--- src/rtl/ctrl_pipe_stage_pkg.sv ---
// Shared decode constants and forwarding-select codes for the pipeline control stage.
package ctrl_pipe_stage_pkg;

  localparam logic [6:0] OP_R      = 7'b0110011;
  localparam logic [6:0] OP_LOAD   = 7'b0000011;
  localparam logic [6:0] OP_STORE  = 7'b0100011;
  localparam logic [6:0] OP_BRANCH = 7'b1100011;
  localparam logic [6:0] OP_IALU   = 7'b0010011;

  localparam logic [1:0] ALUOP_ADD    = 2'b00;
  localparam logic [1:0] ALUOP_BRANCH = 2'b01;
  localparam logic [1:0] ALUOP_FUNCT  = 2'b10;

  typedef enum logic [1:0] {
    FWD_REG = 2'b00,
    FWD_WB  = 2'b01,
    FWD_MEM = 2'b10
  } fwd_sel_e;

endpackage

--- src/rtl/ctrl_pipe_stage_fwd_unit.sv ---
// EX-stage operand forwarding selects; EX/MEM beats MEM/WB, x0 never forwards.
module fwd_unit
  import ctrl_pipe_stage_pkg::*;
#(
  parameter int RA_W = 5
) (
  input  logic [RA_W-1:0] ex_rs1_i,
  input  logic [RA_W-1:0] ex_rs2_i,
  input  logic            mem_regwrite_i,
  input  logic [RA_W-1:0] mem_rd_i,
  input  logic            wb_regwrite_i,
  input  logic [RA_W-1:0] wb_rd_i,
  output logic [1:0]      fwd_a_o,
  output logic [1:0]      fwd_b_o
);

  function automatic fwd_sel_e pick(input logic [RA_W-1:0] rs,
                                    input logic            mem_we,
                                    input logic [RA_W-1:0] mem_rd,
                                    input logic            wb_we,
                                    input logic [RA_W-1:0] wb_rd);
    if (mem_we && (mem_rd != '0) && (mem_rd == rs))
      return FWD_MEM;
    else if (wb_we && (wb_rd != '0) && (wb_rd == rs))
      return FWD_WB;
    else
      return FWD_REG;
  endfunction

  always_comb begin
    fwd_a_o = pick(ex_rs1_i, mem_regwrite_i, mem_rd_i, wb_regwrite_i, wb_rd_i);
    fwd_b_o = pick(ex_rs2_i, mem_regwrite_i, mem_rd_i, wb_regwrite_i, wb_rd_i);
  end

endmodule

--- src/rtl/ctrl_pipe_stage.sv ---
// Carries the decoder control bundle through ID/EX, EX/MEM and MEM/WB,
// inserting bubbles on load-use hazards and taken branches.
module ctrl_pipe_stage
  import ctrl_pipe_stage_pkg::*;
#(
  parameter int RA_W    = 5,
  parameter int ALUOP_W = 2
) (
  input  logic               clk,
  input  logic               reset,
  input  logic               id_valid,
  input  logic [RA_W-1:0]    id_rs1,
  input  logic [RA_W-1:0]    id_rs2,
  input  logic [RA_W-1:0]    id_rd,
  input  logic [ALUOP_W-1:0] id_ALUOp,
  input  logic               id_Branch,
  input  logic               id_MemRead,
  input  logic               id_MemtoReg,
  input  logic               id_MemWrite,
  input  logic               id_ALUSrc,
  input  logic               id_RegWrite,
  input  logic               ex_br_taken,
  output logic               stall,
  output logic               flush,
  output logic [ALUOP_W-1:0] ex_ALUOp,
  output logic               ex_ALUSrc,
  output logic               ex_Branch,
  output logic [RA_W-1:0]    ex_rd,
  output logic [1:0]         fwd_a,
  output logic [1:0]         fwd_b,
  output logic               mem_MemRead,
  output logic               mem_MemWrite,
  output logic               mem_MemtoReg,
  output logic               mem_RegWrite,
  output logic [RA_W-1:0]    mem_rd,
  output logic               wb_MemtoReg,
  output logic               wb_RegWrite,
  output logic [RA_W-1:0]    wb_rd
);

  logic [ALUOP_W-1:0] ex_aluop_q, ex_aluop_d;
  logic               ex_branch_q, ex_branch_d;
  logic               ex_memread_q, ex_memread_d;
  logic               ex_memtoreg_q, ex_memtoreg_d;
  logic               ex_memwrite_q, ex_memwrite_d;
  logic               ex_alusrc_q, ex_alusrc_d;
  logic               ex_regwrite_q, ex_regwrite_d;
  logic [RA_W-1:0]    ex_rd_q, ex_rd_d;
  logic [RA_W-1:0]    ex_rs1_q, ex_rs1_d;
  logic [RA_W-1:0]    ex_rs2_q, ex_rs2_d;

  logic               mem_memread_q, mem_memwrite_q, mem_memtoreg_q, mem_regwrite_q;
  logic [RA_W-1:0]    mem_rd_q;
  logic               wb_memtoreg_q, wb_regwrite_q;
  logic [RA_W-1:0]    wb_rd_q;

  logic flush_c, load_use_c, stall_c, bubble_c;

  always_comb begin
    flush_c    = ex_branch_q & ex_br_taken;
    load_use_c = ex_memread_q & (ex_rd_q != '0) & id_valid &
                 ((ex_rd_q == id_rs1) | (ex_rd_q == id_rs2));
    stall_c    = load_use_c & ~flush_c;
    bubble_c   = ~id_valid | stall_c | flush_c;
  end

  // Bubble muxes every field so nothing from an invalid ID slot reaches a register.
  always_comb begin
    ex_aluop_d    = '0;
    ex_branch_d   = 1'b0;
    ex_memread_d  = 1'b0;
    ex_memtoreg_d = 1'b0;
    ex_memwrite_d = 1'b0;
    ex_alusrc_d   = 1'b0;
    ex_regwrite_d = 1'b0;
    ex_rd_d       = '0;
    ex_rs1_d      = '0;
    ex_rs2_d      = '0;
    if (!bubble_c) begin
      ex_aluop_d    = id_ALUOp;
      ex_branch_d   = id_Branch;
      ex_memread_d  = id_MemRead;
      ex_memtoreg_d = id_MemtoReg & id_RegWrite;
      ex_memwrite_d = id_MemWrite;
      ex_alusrc_d   = id_ALUSrc;
      ex_regwrite_d = id_RegWrite;
      ex_rd_d       = id_rd;
      ex_rs1_d      = id_rs1;
      ex_rs2_d      = id_rs2;
    end
  end

  always_ff @(posedge clk) begin
    if (reset) begin
      ex_aluop_q     <= '0;
      ex_branch_q    <= 1'b0;
      ex_memread_q   <= 1'b0;
      ex_memtoreg_q  <= 1'b0;
      ex_memwrite_q  <= 1'b0;
      ex_alusrc_q    <= 1'b0;
      ex_regwrite_q  <= 1'b0;
      ex_rd_q        <= '0;
      ex_rs1_q       <= '0;
      ex_rs2_q       <= '0;
      mem_memread_q  <= 1'b0;
      mem_memwrite_q <= 1'b0;
      mem_memtoreg_q <= 1'b0;
      mem_regwrite_q <= 1'b0;
      mem_rd_q       <= '0;
      wb_memtoreg_q  <= 1'b0;
      wb_regwrite_q  <= 1'b0;
      wb_rd_q        <= '0;
    end else begin
      ex_aluop_q     <= ex_aluop_d;
      ex_branch_q    <= ex_branch_d;
      ex_memread_q   <= ex_memread_d;
      ex_memtoreg_q  <= ex_memtoreg_d;
      ex_memwrite_q  <= ex_memwrite_d;
      ex_alusrc_q    <= ex_alusrc_d;
      ex_regwrite_q  <= ex_regwrite_d;
      ex_rd_q        <= ex_rd_d;
      ex_rs1_q       <= ex_rs1_d;
      ex_rs2_q       <= ex_rs2_d;
      mem_memread_q  <= ex_memread_q;
      mem_memwrite_q <= ex_memwrite_q;
      mem_memtoreg_q <= ex_memtoreg_q;
      mem_regwrite_q <= ex_regwrite_q;
      mem_rd_q       <= ex_rd_q;
      wb_memtoreg_q  <= mem_memtoreg_q;
      wb_regwrite_q  <= mem_regwrite_q;
      wb_rd_q        <= mem_rd_q;
    end
  end

  fwd_unit #(.RA_W(RA_W)) u_fwd (
    .ex_rs1_i       (ex_rs1_q),
    .ex_rs2_i       (ex_rs2_q),
    .mem_regwrite_i (mem_regwrite_q),
    .mem_rd_i       (mem_rd_q),
    .wb_regwrite_i  (wb_regwrite_q),
    .wb_rd_i        (wb_rd_q),
    .fwd_a_o        (fwd_a),
    .fwd_b_o        (fwd_b)
  );

  assign stall        = stall_c;
  assign flush        = flush_c;
  assign ex_ALUOp     = ex_aluop_q;
  assign ex_ALUSrc    = ex_alusrc_q;
  assign ex_Branch    = ex_branch_q;
  assign ex_rd        = ex_rd_q;
  assign mem_MemRead  = mem_memread_q;
  assign mem_MemWrite = mem_memwrite_q;
  assign mem_MemtoReg = mem_memtoreg_q;
  assign mem_RegWrite = mem_regwrite_q;
  assign mem_rd       = mem_rd_q;
  assign wb_MemtoReg  = wb_memtoreg_q;
  assign wb_RegWrite  = wb_regwrite_q;
  assign wb_rd        = wb_rd_q;

endmodule

--- config.mk ---
export PLATFORM = sky130hd
export DESIGN_NAME = ctrl_pipe_stage
export DESIGN_NICKNAME = d
export VERILOG_FILES = /design/src/rtl/ctrl_pipe_stage_pkg.sv /design/src/rtl/ctrl_pipe_stage_fwd_unit.sv /design/src/rtl/ctrl_pipe_stage.sv
export SDC_FILE = /design/constraint.sdc
export NUM_CORES = 1
export LEC_CHECK = 0
export ABC_AREA = 1
export BUFFER_PORTS_ARGS = -buffer_cell sky130_fd_sc_hd__buf_2
export CAP_MARGIN = 20
export CORE_MARGIN = 1.5
export CORE_UTILIZATION = 30
export CTS_CLUSTER_SIZE = 20
export DETAILED_ROUTE_END_ITERATION = 12
export GPL_ROUTABILITY_DRIVEN = 1
export PLACE_DENSITY_LB_ADDON = 0.08
export SLEW_MARGIN = 5
export SYNTH_ARGS = -nofsm -noshare
export SYNTH_HDL_FRONTEND = slang
export SYNTH_SLANG_ARGS = --single-unit
--- constraint.sdc ---
create_clock -name clk -period 3.2 [get_ports clk]
set_input_delay 0.64 -clock clk [delete_from_list [all_inputs] [get_ports clk]]
set_output_delay 0.64 -clock clk [all_outputs]
set_load 0.01 [all_outputs]
## After elaboration in Yosys (flattened, before gate mapping)

Index checks and enable logic that the tools add are counted.

| operators by class | value |
|---|---|
| muxes and demuxes | 4 |
| reductions and logical operators | 10 |
| eq/ne operators | 6 |
| bitwise gates (word level) | 11 |

Operator list:

| kind | count |
|---|---|
| 5-bit equality test | 6 |
| 5-bit nonzero test | 3 |
| 1-bit bitwise AND | 6 |
| 1-bit logical AND | 6 |
| 2-bit two-way mux | 2 |
| 1-bit OR | 3 |
| 1-bit two-way mux | 2 |
| 1-bit NOT | 2 |
| 2-bit OR reduction | 1 |

| storage, ports and cells | value |
|---|---|
| input bits | 27 |
| bits in registers | 39 |
| word-level logic and storage cells | 49 |
| output and inout bits | 31 |

## Logic depth before layout (Yosys ltp)

| depth | value |
|---|---|
| depth in word-level cells | 8 |
| depth in mapped cells | 10 |
| gate-level depth less buffers | 9 |

## Modules after synthesis

A second synthesis with hierarchy kept.

| unflattened totals | value |
|---|---|
| cells, all modules | 246 |
| area, all modules | 1692.9 sq um |

By module, submodules not included:

| module | cells an instance | area each (sq um) | instances |
|---|---|---|---|
| ctrl_pipe_stage | 165 | 1330.0 | 1 |
| fwd_unit | 81 | 362.8 | 1 |

## Worst setup path before layout

Ideal clock, no wire load.

| path | value |
|---|---|
| path type | reg2out |
| from | reg mem_rd_q[3], in the netlist mem_rd[3] |
| to | out fwd_a[0] |
| stages on the path, launching flop included | 6 |
| setup slack | 1.384 ns |
| required time | 2.560 ns |
| arrival time | 1.176 ns |
| path through | dfxtp_1 > inv_1 > nand3_1 > o21ai_0 > nor3_1 > nor2_1 |

| between the ends | value |
|---|---|
| cells in the longest elaborated chain, start to end | 4 |
| elaborated cells on any way between the ends | 5 |
| those cells by class | 1 x eq/ne; 1 x mux; 3 x reduce/logical |

Ends and longest elaborated chain:

| what | RTL line | RTL |
|---|---|---|
| start, declared | ctrl_pipe_stage.sv:53 | `logic [RA_W-1:0] mem_rd_q;` |
| start signal, assigned | ctrl_pipe_stage.sv:128 | `mem_rd_q <= ex_rd_q;` |
| 5-bit nonzero test | ctrl_pipe_stage_fwd_unit.sv:22 | `if (mem_we && (mem_rd != '0) && (mem_rd == rs))` |
| 1-bit logical AND | ctrl_pipe_stage_fwd_unit.sv:22 |  |
| 1-bit logical AND (*) | ctrl_pipe_stage_fwd_unit.sv:22 |  |
| 2-bit two-way mux (*) | ctrl_pipe_stage_fwd_unit.sv:22 |  |
| end, declared | ctrl_pipe_stage.sv:29 | `output logic [1:0] fwd_a,` |

Every way passes the cells marked *; elsewhere a longest branch is shown, timed or not.

## Worst setup path in the final report

| path | value |
|---|---|
| from | reg mem_rd_q[1], in the netlist mem_rd[1] |
| to | out fwd_a[0] |

The elaborated chain is that of the path after synthesis.

==> impl_results.md <==
- Drt wl/cell: 9.80 um
- Grt total ovfl: 0
- Clk buf depth: 2
- R2R depth: 9
- Worst hold start: ex_memwrite_q
- P&R area growth vs syn: 27.0%
- Cell Int Power: 0.696 mW
- Buffers added on ports: 57
- Synth Warn #: 0
- Combinational group share of total power: 10.0%
- Core Area: 0.00504 mm2
- Cts bufs inserted: 5
- Crit Path Category: reg -> out
- Top sig layer: met4
- Post-CTS sizing: 0
- Met3 routed WL: 192 um
- Starting Density: 30.9%
- Synth unique cells: 16
- Slew Limit Fails: 0
- Vias per cell: 3.87
- Sw Ratio: 24.1%
- H-tree levels: 2
- Seq/Total Area, Yosys: between 50% and 60%
- Hold depth: 2
- Root buffer cell: clkbuf_8
- CP startpoint: mem_rd[1]
- Die area: ~0.0056 mm2
- Worst skew pair latency: around 0.28 ns
- FMAX: 464 MHz
- Finished Cell Area: about 0.0020 mm2
- Met2 WL: 1440 um
- Netlist Area Pre-Place: 0.00156 mm2
- CP Launch Type: flop
- Net Count, Synth: 230
- Initial antenna violation count: 0
- Fin. Hold Viols: 0
- Post-Syn Instances: 203
- TritonCTS clock tree: done
- Max-Cap Viols: 0
- Worst IR drop on VDD: just under 0.2 mV
- Post-Route WL: 3270 um
- Wl on met1: roughly 1600 um
- First-pass GRT wire length: 5120 um
- Post-synth top area cell: dfxtp_1
- Synth top area share: 50.2%
- GPL Wtd Cong: 0.754
- DR DRC count: 0
- HPWL Detailed: roughly 2500 um
- Setup Skew: roughly 0.0026 ns
- Share of layout cells above drive strength 1: 25.4%
- Run status: completed
- Leakage: 1.11 nW
- Post-CTS Hold Fix Bufs: 0
- Final setup vio count: 0
- First-iteration detailed-routing DRC count: 27
- Tmin final: 2.15 ns
- # Post-CTS Setup Buffers: 0
- Vias post-DR: ~1300
- DP Area: 0.00190 mm2
- Post-DRT Antenna Nets: 0
- PD cells: roughly 460 mW/mm2
- R2R Path End: ex_memtoreg_q
- # IOs: between 50 and 60
- Die Ht: about 75 um
- Worst Tran Pin Value: 0.457 ns
- Chip Width: about 75 um
- RSZ-0062 raised after global routing: false
- Largest net degree at the start of global routing: 24
- Critical Path Sink Type: output pin
- Leading post-synthesis cells by cell area: dfxtp_1, nor2_1, inv_1
- Switching power: around 0.22 mW
- Setup TNS Final: 0 ns
- Filler cells: 587
- Tot Pwr: 0.917 mW
- #FFs+latches synth: 39
- Clk sinks: 39
- Crit-path max FO: 4
- Syn avg cell area: 7.67 um2
- # diodes: 0
- Slew margin rel.: 69.4%
- Sequential Power Share: between 50% and 60%
- Row count: 26
- Initial DRT Pass Iterations: 4
- Register clock-pin slew on the reported worst setup and hold paths: 0.07 ns
- Worst reg2reg setup slack: 1.70 ns
- Global Route Usage Sum: 12.4%
- Final nets: slightly below 300
- Worst r2r src: ex_rd[0]
- CP Data Required Time: around 2.6 ns
- Clock Power Share: 33.9%
- Worst hold path type: reg -> reg
- Hold EP: mem_MemWrite
- Final Cycle Share: about two thirds
- CP Data Arrival Time: 1.51 ns
- Number of global-route vias before repair: roughly 1200
## routing by layer
layer	global-route usage (%)	vias to the layer above
met4	4.85	0
met2	19.5	39
met3	4.28	5
met1	15.5	542
li1	-	705
met5	0	-
## sequential cells by signal (all words and copies together), names as in the netlist
register and count:
ex_rd 5, ex_rs1_q 5, ex_rs2_q 5, mem_rd 5
wb_rd 5, ex_ALUOp 2, ex_ALUSrc 1, ex_Branch 1
ex_memread_q 1, ex_memtoreg_q 1, ex_memwrite_q 1, ex_regwrite_q 1
mem_MemRead 1, mem_MemWrite 1, mem_MemtoReg 1, mem_RegWrite 1
wb_MemtoReg 1, wb_RegWrite 1
## cells in the mapped netlist
master	number
nand2_1	28
a31oi_1	1
nor2_1	50
nor3_1	5
clkbuf_1	1
o21ai_0	2
nand2_2	2
nand3_1	4
nand4_1	4
buf_4	1
xor2_1	8
dfxtp_1	39
xnor2_1	14
inv_1	40
buf_6	2
inv_2	2
## worst max-delay path, cell delays in order (launching register included)
cell	delay [ns]
dfxtp_1	0.41
inv_1	0.09
nand3_1	0.08
o21ai_0	0.11
nor3_1	0.30
nor2_1	0.09
buf_2	0.15
## per-stage QoR
stage / util (%) / setup WS [ns] / hold slack [ns] / instances
after floorplan: - / 1.38 / 0.388 / 203
after global placement: 37.6 / 1.18 / 0.394 / 326
after detailed placement: 37.6 / 1.16 / 0.395 / 326
after CTS: 39.2 / 1.04 / 0.406 / 334
after global routing: 39.2 / 0.885 / 0.434 / 334
final: 39.2 / 1.05 / 0.407 / 334
## cells in the final DEF, fill, tap and decap left out
| master | count |
|---|---|
| clkbuf_8 | 5 |
| nand4_1 | 4 |
| nand2_1 | 28 |
| dfxtp_1 | 39 |
| xnor2_1 | 14 |
| inv_1 | 40 |
| a31oi_1 | 1 |
| xor2_1 | 8 |
| nor2_1 | 50 |
| nor3_1 | 5 |
| o21ai_0 | 2 |
| buf_2 | 57 |
| nand3_1 | 4 |
| clkbuf_1 | 2 |
| inv_2 | 2 |
| nand2_2 | 2 |
| clkinv_2 | 1 |
## power by group through the flow
stage,Combinational (mW),Clock (mW),Sequential [mW]
floorplan,0.0541,0,0.528
global placement,0.0925,0,0.526
detailed placement,0.0932,0,0.526
CTS,0.0934,0.328,0.515
global route,0.105,0.347,0.517
finish,0.0914,0.311,0.515
## cell families after synthesis
logic type      count (synthesis)  synth area share (%)
simple gates                   93                  24.1
buf+inv                        46                  12.3
flops                          39                  50.2
xor+xnor                       22                  12.4
compound gates                  3                  1.05
## area by class of cell
class	count	area [um2]	area share, %
Tap cell	70	87.6	4.43
Multi-Input combinational cell	118	584	29.6
Inverter	42	158	7.97
Clock buffer	7	76.3	3.86
Sequential cell	39	781	39.5
Timing Repair Buffer	57	285	14.4
Clock inverter	1	5.00	0.253
## worst max path at each step
stage / endpoint
after floorplan: fwd_a[0]
after CTS: fwd_a[0]
after global routing: fwd_b[0]
final: fwd_a[0]
after detailed placement: stall
after global placement: stall
Note: power is estimated with default switching activity, not from simulation.
